$ cat config.mk
export PLATFORM = sky130hd
export DESIGN_NAME = mem_access_stage_flat
export DESIGN_NICKNAME = d
export VERILOG_FILES = /design/src/rtl/mem_access_if.sv /design/src/rtl/mem_access_stage.sv /design/src/flat_wrapper.sv
export SDC_FILE = /design/constraint.sdc
export NUM_CORES = 1
export LEC_CHECK = 0
export BUFFER_PORTS_ARGS = -buffer_cell sky130_fd_sc_hd__buf_4
export CAP_MARGIN = 20
export CORE_ASPECT_RATIO = 0.7
export CORE_UTILIZATION = 48
export CTS_CLUSTER_DIAMETER = 150
export DETAILED_ROUTE_END_ITERATION = 6
export PLACE_DENSITY = 0.93
export SYNTH_ARGS = -nofsm -noshare
export SYNTH_HDL_FRONTEND = slang
export SYNTH_SLANG_ARGS = --single-unit
$ cat constraint.sdc
create_clock -name clk -period 3.42 [get_ports clk]
set_input_delay 0.342 -clock clk [delete_from_list [all_inputs] [get_ports clk]]
set_output_delay 0.342 -clock clk [all_outputs]
set_load 0.01 [all_outputs]
$ cat src/rtl/mem_access_if.sv
// Data-memory bus between the memory-access stage and the data memory.
//   master : stage side. Drives dmem_req/dmem_we/dmem_addr/dmem_wdata and
//            receives dmem_rdata/dmem_ack.
//   slave  : memory side, with the opposite directions.
// dmem_ack is a single-cycle pulse; dmem_rdata is valid only while it is high.
interface mem_access_if #(
  parameter int DATA_W = 32
);
  logic              dmem_req;
  logic              dmem_we;
  logic [DATA_W-1:0] dmem_addr;
  logic [DATA_W-1:0] dmem_wdata;
  logic [DATA_W-1:0] dmem_rdata;
  logic              dmem_ack;

  modport master (
    output dmem_req, dmem_we, dmem_addr, dmem_wdata,
    input  dmem_rdata, dmem_ack
  );

  modport slave (
    input  dmem_req, dmem_we, dmem_addr, dmem_wdata,
    output dmem_rdata, dmem_ack
  );
endinterface

$ cat src/rtl/mem_access_stage.sv
// Memory-access stage of the pipelined processor, between the EX/MEM and
// MEM/WB segment registers. Loads and stores go to a variable-latency data
// memory through a req/ack handshake. Upstream is stalled while an access is
// in flight, and a hung access is abandoned after TIMEOUT cycles.
//
// Ports
//   clk, rst          clock; synchronous active-high reset
//   valid_in          EX/MEM holds a valid instruction
//   MemRead_in        load
//   MemWrite_in       store (a store wins when both are set)
//   MemToReg_in       writeback selects memory data (passed through)
//   RegWrite_in       instruction writes the register file
//   alu_in            ALU result / memory address
//   store_in          store data
//   RR3_in            destination register (passed through)
//   stall             hold EX/MEM and earlier stages
//   dmem              data-memory bus (master side)
//   MemToReg_out, RegWrite_out, mem_out, alu_out, RR3_out   to MEM/WB
//   err               sticky: some access timed out since reset
module mem_access_stage #(
  parameter int DATA_W  = 32,
  parameter int REG_W   = 4,
  parameter int TIMEOUT = 15
) (
  input  logic              clk,
  input  logic              rst,
  input  logic              valid_in,
  input  logic              MemRead_in,
  input  logic              MemWrite_in,
  input  logic              MemToReg_in,
  input  logic              RegWrite_in,
  input  logic [DATA_W-1:0] alu_in,
  input  logic [DATA_W-1:0] store_in,
  input  logic [REG_W-1:0]  RR3_in,
  output logic              stall,
  mem_access_if.master      dmem,
  output logic              MemToReg_out,
  output logic              RegWrite_out,
  output logic [DATA_W-1:0] mem_out,
  output logic [DATA_W-1:0] alu_out,
  output logic [REG_W-1:0]  RR3_out,
  output logic              err
);

  localparam int CNT_W = (TIMEOUT > 1) ? $clog2(TIMEOUT) : 1;
  localparam logic [CNT_W-1:0] CNT_LAST = CNT_W'(TIMEOUT - 1);

  typedef enum logic [1:0] {
    IDLE   = 2'd0,
    ACCESS = 2'd1,
    DONE   = 2'd2
  } state_t;

  state_t            state_p0, state_nxt;
  logic [CNT_W-1:0]  cnt_p0;
  logic [DATA_W-1:0] req_addr_p0;
  logic [DATA_W-1:0] req_wdata_p0;
  logic              req_we_p0;
  logic [DATA_W-1:0] rdata_p1;
  logic              err_p1;

  logic acc;
  logic timeout;

  assign acc     = valid_in & (MemRead_in | MemWrite_in);
  // Ack has priority: a timeout is only declared on a cycle without ack.
  assign timeout = (cnt_p0 == CNT_LAST) & ~dmem.dmem_ack;

  assign alu_out      = alu_in;
  assign RR3_out      = RR3_in;
  assign MemToReg_out = MemToReg_in;

  // The request is driven from the captured copy so it stays stable even if
  // the upstream inputs move during the access.
  assign dmem.dmem_addr  = req_addr_p0;
  assign dmem.dmem_wdata = req_wdata_p0;
  assign dmem.dmem_we    = req_we_p0;
  assign err             = err_p1;

  always_comb begin
    state_nxt     = state_p0;
    stall         = 1'b0;
    dmem.dmem_req = 1'b0;
    RegWrite_out  = 1'b0;
    mem_out       = '0;
    if (!rst) begin
      case (state_p0)
        IDLE: begin
          if (acc) begin
            stall     = 1'b1;
            state_nxt = ACCESS;
          end else begin
            RegWrite_out = RegWrite_in & valid_in;
          end
        end
        ACCESS: begin
          dmem.dmem_req = 1'b1;
          stall         = 1'b1;
          if (dmem.dmem_ack || timeout) state_nxt = DONE;
        end
        DONE: begin
          mem_out      = rdata_p1;
          RegWrite_out = RegWrite_in & valid_in;
          state_nxt    = IDLE;
        end
        default: state_nxt = IDLE;
      endcase
    end
  end

  // Request capture (IDLE -> ACCESS)
  always_ff @(posedge clk) begin
    if (rst) begin
      state_p0     <= IDLE;
      cnt_p0       <= '0;
      req_addr_p0  <= '0;
      req_wdata_p0 <= '0;
      req_we_p0    <= 1'b0;
    end else begin
      state_p0 <= state_nxt;
      case (state_p0)
        IDLE: begin
          if (acc) begin
            req_addr_p0  <= alu_in;
            req_wdata_p0 <= store_in;
            req_we_p0    <= MemWrite_in;
            cnt_p0       <= '0;
          end
        end
        ACCESS:  cnt_p0 <= cnt_p0 + 1'b1;
        default: ;
      endcase
    end
  end

  // Response capture (ACCESS -> DONE)
  always_ff @(posedge clk) begin
    if (rst) begin
      rdata_p1 <= '0;
      err_p1   <= 1'b0;
    end else if (state_p0 == ACCESS) begin
      if (dmem.dmem_ack) begin
        if (!req_we_p0) rdata_p1 <= dmem.dmem_rdata;
      end else if (timeout) begin
        rdata_p1 <= '0;
        err_p1   <= 1'b1;
      end
    end
  end

endmodule

$ cat src/flat_wrapper.sv
// flat-port wrapper written by rule: the top's interface ports become plain ports
module mem_access_stage_flat 
#(
  parameter int DATA_W  = 32,
  parameter int REG_W   = 4,
  parameter int TIMEOUT = 15
)
  (clk, rst, valid_in, MemRead_in, MemWrite_in, MemToReg_in, RegWrite_in, alu_in, store_in, RR3_in, stall, MemToReg_out, RegWrite_out, mem_out, alu_out, RR3_out, err, dmem_dmem_req, dmem_dmem_we, dmem_dmem_addr, dmem_dmem_wdata, dmem_dmem_rdata, dmem_dmem_ack);
  mem_access_if #(.DATA_W(DATA_W)) dmem_i ();
  input  logic clk;
  input  logic rst;
  input  logic valid_in;
  input  logic MemRead_in;
  input  logic MemWrite_in;
  input  logic MemToReg_in;
  input  logic RegWrite_in;
  input  logic [DATA_W-1:0] alu_in;
  input  logic [DATA_W-1:0] store_in;
  input  logic [REG_W-1:0] RR3_in;
  output logic stall;
  output logic MemToReg_out;
  output logic RegWrite_out;
  output logic [DATA_W-1:0] mem_out;
  output logic [DATA_W-1:0] alu_out;
  output logic [REG_W-1:0] RR3_out;
  output logic err;
  output wire logic [$bits(dmem_i.dmem_req)-1:0] dmem_dmem_req;
  output wire logic [$bits(dmem_i.dmem_we)-1:0] dmem_dmem_we;
  output wire logic [$bits(dmem_i.dmem_addr)-1:0] dmem_dmem_addr;
  output wire logic [$bits(dmem_i.dmem_wdata)-1:0] dmem_dmem_wdata;
  input wire logic [$bits(dmem_i.dmem_rdata)-1:0] dmem_dmem_rdata;
  input wire logic [$bits(dmem_i.dmem_ack)-1:0] dmem_dmem_ack;
  assign dmem_dmem_req = dmem_i.dmem_req;
  assign dmem_dmem_we = dmem_i.dmem_we;
  assign dmem_dmem_addr = dmem_i.dmem_addr;
  assign dmem_dmem_wdata = dmem_i.dmem_wdata;
  assign dmem_i.dmem_rdata = dmem_dmem_rdata;
  assign dmem_i.dmem_ack = dmem_dmem_ack;
  mem_access_stage #(.DATA_W(DATA_W), .REG_W(REG_W), .TIMEOUT(TIMEOUT)) u_core (.clk(clk), .rst(rst), .valid_in(valid_in), .MemRead_in(MemRead_in), .MemWrite_in(MemWrite_in), .MemToReg_in(MemToReg_in), .RegWrite_in(RegWrite_in), .alu_in(alu_in), .store_in(store_in), .RR3_in(RR3_in), .stall(stall), .dmem(dmem_i), .MemToReg_out(MemToReg_out), .RegWrite_out(RegWrite_out), .mem_out(mem_out), .alu_out(alu_out), .RR3_out(RR3_out), .err(err));
endmodule
Word level (Yosys, flattened, before mapping)
Index checks and enable logic that the tools add are counted.
Storage, ports and cells
  register bits: 104
  latch bits: 0
  bits in writable memories: 0
  ROM bits: 0
  bits of input ports: 108
  output and inout port bits: 138
  logic and storage cells: 46
  memories: 0
Cells by class
  add/subtract/negate cells: 1
  multipliers: 0
  div/mod/pow operators: 0
  order comparisons: 0
  equality and inequality tests: 6
  shift-type cells: 0
  mux-type cells: 18
  bitwise logic cells: 5
  reductions and logical operators: 9
Operators with widths (number)
  32-bit 2-to-1 mux: 5
  4-bit one-hot mux with 2 select lines: 1
  1-bit 2-to-1 mux: 6
  2-bit AND reduction: 3
  3-bit AND reduction: 2
  4-bit by 1-bit adder with 4-bit output (second input constant): 1
  4-bit equality test (second input constant): 1
  2-bit 2-to-1 mux: 2
  4-bit 2-to-1 mux: 1
  2-bit by 1-bit != test with 1-bit output (second input constant): 2
  1-bit one-hot mux with 2 select lines: 2
  2-bit one-hot mux with 2 select lines: 1
  2-bit nonzero test: 2
  1-bit bitwise AND: 3
  2-bit by 1-bit equality test with 1-bit output (second input constant): 1
  2-bit equality test (second input constant): 1
  2-bit zero test: 1
  2-bit != test (second input constant): 1
  1-bit logical OR: 1
  1-bit NOT: 1
  1-bit OR: 1

Logic depth before layout (Yosys ltp)
Gate-level depths: netlist (run 1).
  depth after elaboration: 5
  mapped depth: 6
  gate-level depth less buffers: 5

Worst setup path after synthesis (run 1)
Ideal clock, no wire load.
  path kind: input port to output port
  start point: in rst
  end point: out RegWrite_out
  arrival time: 1.255 ns
  required time: 3.078 ns
  path slack: 1.823 ns
  stages: 5
  buffers on the path: 3
  cells stage by stage: buf_2 -> inv_1 -> clkbuf_1 -> buf_2 -> and4_1
On the way
  longest elaborated chain between the ends: 1
Ends and longest elaborated chain
  from (decl): line flat_wrapper.sv:11  | input logic rst;
  1-bit 2-to-1 mux: line mem_access_stage.sv:86  | if (!rst) begin
  to (decl): line flat_wrapper.sv:22  | output logic RegWrite_out;
Every way passes these cells.

Final worst setup path (run 1)
  start point: reg u_core.state_p0[0]
  end point: out mem_out[21]
On the way
  longest elaborated chain between the ends: 3
Ends and longest elaborated chain
  from (decl): line mem_access_stage.sv:54  | state_t state_p0, state_nxt;
  from (signal assigned): line mem_access_stage.sv:120  | state_p0 <= state_nxt;
  2-bit equality test: line mem_access_stage.sv:87  | case (state_p0)
  32-bit 2-to-1 mux: line mem_access_stage.sv:87
  32-bit 2-to-1 mux: line mem_access_stage.sv:86
  to (decl): line flat_wrapper.sv:23  | output logic [DATA_W-1:0] mem_out;
Every way passes these cells.

==> results of run 1 <==
==> layout by cell type (no fill, tap or decap), types with 2 or more instances in the layout <==
cell type   netlist  final
buf_4            37    240
nor3b_1          32     32
nand2_1           3      3
nand3_1          67     67
clkinvlp_4        0      2
o21a_1            2      2
nor2_1            3      3
o31ai_1           2      2
inv_1             3      3
o21ai_0          66     66
clkinv_2          0      2
clkbuf_16         0      9
ha_1              2      2
a21oi_1          66     66
nor3_1            3      3
a32o_1           32     32
dfxtp_1         104    104
==> routing by layer <==
layer	part of all wire, %	wire length [um]
met5	0	0
met4	1.1	127
met3	6.0	727
met2	52	6240
met1	41	4980
==> worst paths after layout <==
kind                                     end  cells past startpoint
setup / recovery                 mem_out[21]                      4
hold / removal           u_core.rdata_p1[16]                      2
setup reg to reg  u_core.dmem.dmem_wdata[29]                      4
hold reg to reg                   u_core.err                      1
==> per-stage QoR <==
stage,instances,setup slack [ps],hold WS [ps]
after floorplan,492,1820,456
after global placement,761,1070,453
after detailed placement,761,1040,458
after CTS,777,950,203
after global routing,777,792,205
final,777,979,214
==> state kept, by name (all words and copies together), names as in the netlist <==
name,cells
u_core.dmem.dmem_addr,32
u_core.err,1
u_core.rdata_p1,32
u_core.cnt_p0,4
u_core.dmem.dmem_wdata,32
u_core.dmem.dmem_we,1
u_core.state_p0,2
==> kinds of logic (layout without fill, tap and decap cells) <==
family          count (synthesis)  after routing  share of synthesized area, %
compound gates                173            173                          24.1
simple gates                  118            118                          15.8
flops                         104            104                          47.2
buf+inv                        94            259                          12.1
fa+ha+maj                       2              2                         0.567
xor+xnor                        1              1                         0.199
==> cell type report <==
type | instances | area share (%)
Tap cell | 120 | 2.44
Clock inverter | 6 | 0.693
Multi-Input combinational cell | 294 | 29.5
Clock buffer | 10 | 3.89
Sequential cell | 104 | 33.9
Timing Repair Buffer | 240 | 29.3
Inverter | 3 | 0.183
==> worst reg2reg max path, stage by stage (launching register included) <==
cell and delay, ps:
dfxtp_1 340, o21ba_2 770, buf_4 410, nand3_1 150
a21oi_1 140
==> power groups by stage <==
stage	clock [W]	combinational, W	sequential [W]
final	0.000949	0.000441	0.00131
after global routing	0.00102	0.000479	0.00131
after CTS	0.000971	0.000443	0.00131
after detailed placement	0	0.000442	0.00133
after global placement	0	0.000432	0.00133
after floorplan	0	0.000221	0.00135
==> results.toml, run 1 <==
[status]
status = "complete, no violations"

[placement]
dp_hpwl_um = 8480
numPortBuffers = 235
gp_congestion = 0.813
post_dp_cell_area_um2 = 5860

[synth]
synth_cell_types = 32
ys.flop_type = "dfxtp_1"
netlist_area_um2 = 4410
yosys-top-cells-area = "dfxtp_1 47%, nand3_1 7.6%, a21oi_1 7.5%"
synth_nets = 602
post-synth-top-count-cell = "dfxtp_1"
yosys.area.top_type = "dfxtp_1"
avgSynthCellArea_um2 = 8.96
synth_top_area_share_pct = 47.2
yosysSeqAreaShare_pct = 47.2
synth-seq-cells = 104
synth_cells = 492
synthTopCellsByCount = "104 x dfxtp_1, 67 x nand3_1, 66 x a21oi_1, 66 x o21ai_0, 37 x buf_4"
synthArstFlopShare_pct = 0
synth_edf_count = 0
ys_warn_count = 0

[sta]
hold_viol_final = 0
period_minus_slack_ps = 2440
setup_tns_ps = 0
drv_slew = 0
clock_skew_ps = 9.77
fmax_ghz = 0.410
max_slew.worst_pin.slew_ps = 1070
rsz0062_at_grt = "no"
maxSlewHeadroom_pct = 28.8
setup_viol = 0
finalCritPeriodShare_pct = 71.4

[clock_tree]
post_cts.repair.setup_buffers = 0
cts_hold_buf = 0
clk_latency_ps = 330
clk_path_buf_depth = 2
clkTransAtPathRegs_ps = 70
cts_tree = "built"
htreeDepth = 3
cts.sinks = 104
numCtsBuffers = 9
cts-root-buf = "clkbuf_16"
post_cts_resized = 0

[grt]
grtUsageMet2_pct = 43.0
antenna_found_initial = 0
grt_pass1_wl_um = 17800
grt-ovfl-total = 0
track_usage_pct = 23.8
gr-usage-met1_pct = 28.6
grtUsageMet3_pct = 5.77
grt_max_degree = 107
busiest_layer = "met2"
grt_pass1_vias = 3778

[worst_hold_path]
hold_class = "in2reg"
holdCritStartpoint = "dmem_dmem_rdata[16]"

[critical_path]
reg2reg_slack_ps = 1530
cp_cell_sequence = "inv_1, nand2_1, nor3b_1, buf_4"
cp_max_fo = 32
critPathArrivalTime_ps = 2100
cp_slowest_stage_delay_ps = 570
startpoint = "u_core.state_p0[0]"
critPathKind = "reg2out"
rr_startpoint = "u_core.state_p0[1]"
cp_num_buf_inv = 2
crit_family = "simple AND/OR/NAND/NOR gates"
endpoint_kind = "output port"
slowest_stage = "nand2_1"
required_ps = 3080
worstSetupStartpointType = "register"

[floorplan]
ios = 246
core-area_um2 = 8690
die_w_um = 117
die_y_um = 82.2
fp.dieArea_um2 = 9580
start_util_pct = 50.7
placementRows = 28

[detailed_routing]
detail-route-antenna-nets = 0
vias_per_cell = 5.55
route.detailed.drc = 0
drt_wl_total_um = 12100
first_iter_violations = 351
wl_per_cell_um = 15.5
firstDrtPassIters = 5
route.vias.total = 4314

[cells_and_area]
drive_gt1_share_pct = 39.9
area_growth_pct = 39.3
multi_input_area_um2 = 1810
utilization_pct = 70.7
diodes = 0
seq_area_um2 = 2080
fillCellCount = 647
finalInstanceArea_um2 = 6140
final_nets = 762

[pwr]
p_leak_nw = 2.58
finalPower_w = 0.00270
power.share.sequential_pct = 48.4
vdd_drop_max_uv = 289
swShare_pct = 25.7
combPwrFrac_pct = 16.4
power_density_nw_per_um2 = 439
p_int_w = 0.00200
power.switching_w = 0.000694
p_clk_share_pct = 35.2

[run]
drv_cap = 0
(Power assumes the default switching activity.)
==> run 2: changes to the inputs <==
Settings changed: CORE_UTILIZATION 48 to 40, PLACE_DENSITY 0.93 to 0.83.
Clock period 3.42 ns to 1.96 ns, I/O delays scaled along.
==> run 2 against run 1 <==
Sequential cell count is the same. Clock skew shrank 1.5 ps. Largest cell class unchanged. Combinational power grew 81%. Die area grew 20%. Worst setup slack lost 840 ps. Cell area grew 2.4%. Largest power group unchanged. Final cell count grew 4.8%. Worst hold slack lost 150 ps. Core utilization shrank 11 points. Power grew 86%. Register-to-register slack lost 1300 ps.
==> results.toml, run 2 (synthesis results as in run 1) <==
[grt]
grt_max_degree = 53
grt_pass1_vias = 4039
grt-ovfl-total = 0
antenna_found_initial = 0
track_usage_pct = 21.7
grt_pass1_wl_um = 20200

[clock_tree]
clkTransAtPathRegs_ps = 70
cts_tree = "built"
cts-root-buf = "clkbuf_16"
clk_path_buf_depth = 2
cts.sinks = 104
numCtsBuffers = 9
clk_latency_ps = 330
htreeDepth = 3
cts_hold_buf = 0

[cells_and_area]
fillCellCount = 914
seq_area_um2 = 2080
final_common_cell = "buf_4"
drive_gt1_share_pct = 40.4
fin_cells = 814
final_nets = 771
area_growth_pct = 42.6
final_cell_mix = "248 x buf_4, 104 x dfxtp_1, 67 x nand3_1"
diodes = 0
multi_input_area_um2 = 1830
utilization_pct = 59.8

[sta]
period_minus_slack_ps = 1820
clock_skew_ps = 8.26
finalCritPeriodShare_pct = 92.7
rsz0062_at_grt = "no"
setup_viol = 0
hold_viol_final = 0
max_slew.worst_pin.slew_ps = 821
fmax_ghz = 0.550
maxSlewHeadroom_pct = 45.2
drv_slew = 0
setup_tns_ps = 0

[detailed_routing]
detail-route-antenna-nets = 0
vias_per_cell = 5.43
route.vias.total = 4419
firstDrtPassIters = 5
wl_per_cell_um = 16.2
route.detailed.drc = 0
first_iter_violations = 201
drt_wl_total_um = 13200

[floorplan]
ios = 246
fp.dieArea_um2 = 11500
die_w_um = 127
core-area_um2 = 10500
die_y_um = 89.8
start_util_pct = 41.9
placementRows = 31

[critical_path]
endpoint_kind = "output port"
required_ps = 1760
cp_max_fo = 32
critPathKind = "reg2out"
worstSetupStartpointType = "register"
critPathArrivalTime_ps = 1620

[run]
drv_cap = 0

[placement]
place_inst = 797
dp_hpwl_um = 9050
numPortBuffers = 235
gp_congestion = 0.755

[pwr]
vdd_drop_max_uv = 419
p_leak_nw = 2.64
power_density_nw_per_um2 = 798

[status]
status = "complete, no violations"

[worst_hold_path]
hold_class = "in2reg"
run 2: stage by stage:
stage | area (um^2) | power [W] | hold WS (ps) | setup WS [ps]
2_1_floorplan | 4410 | 0.00274 | 322 | 519
3_3_place_gp | 5950 | 0.00309 | 392 | 251
3_5_place_dp | 5950 | 0.00312 | 392 | 160
4_1_cts | 6280 | 0.00505 | 53.8 | 40.4
5_1_grt | 6290 | 0.00523 | 49.4 | 28.1
6_report | 6290 | 0.00502 | 67.5 | 143
run 2: final timing paths:
check | startpoint | to | slack, ps | depth (start not counted)
setup / recovery | u_core.state_p0[1] | mem_out[27] | 140 | 4
hold / removal | dmem_dmem_rdata[15] | u_core.rdata_p1[15] | 70 | 2
setup reg to reg | u_core.state_p0[1] | u_core.rdata_p1[13] | 230 | 3
hold reg to reg | u_core.err | u_core.err | 470 | 1
run 2: area by class of cell:
cell class / instances / area share, %
repair buffers: 248 / 29.6
flip-flops and latches: 104 / 33.1
multi-input cells: 295 / 29.0
inverters: 3 / 0.179
clock inverters: 4 / 1.21
clock buffers: 12 / 3.92
well taps: 148 / 2.94
run 2: routing by layer:
layer / GRT usage, % / share of wire (%) / vias up
met5: 0 / 0 / -
met3: 4.52 / 6.4 / 14
met4: 5.26 / 1.1 / 0
met2: 36.8 / 49 / 177
li1: - / - / 2090
met1: 28.0 / 44 / 2138
run 2: repair_timing:
| action | CTS | global route |
|---|---|---|
| setup endpoints to repair | 0 | 1 |
| buffers inserted | 0 | 0 |
| endpoints found under the hold margin | 0 | 0 |
| gates resized for setup | 0 | 0 |
run 2: critical path, cell delays in order (launching register included):
cell and delay [ps]:
dfxtp_1 490, nand2_1 80, buf_4 250, nor3b_1 280, buf_4 180
run 2: power breakdown:
group / switching, W / total (W) / internal (W) / leakage, nW
logic: 0.000413 / 0.000800 / 0.000387 / 1.64
clock network: 0.000775 / 0.00194 / 0.00116 / 0.153
registers: 0.0000590 / 0.00228 / 0.00222 / 0.849
total: 0.00125 / 0.00502 / 0.00377 / 2.64
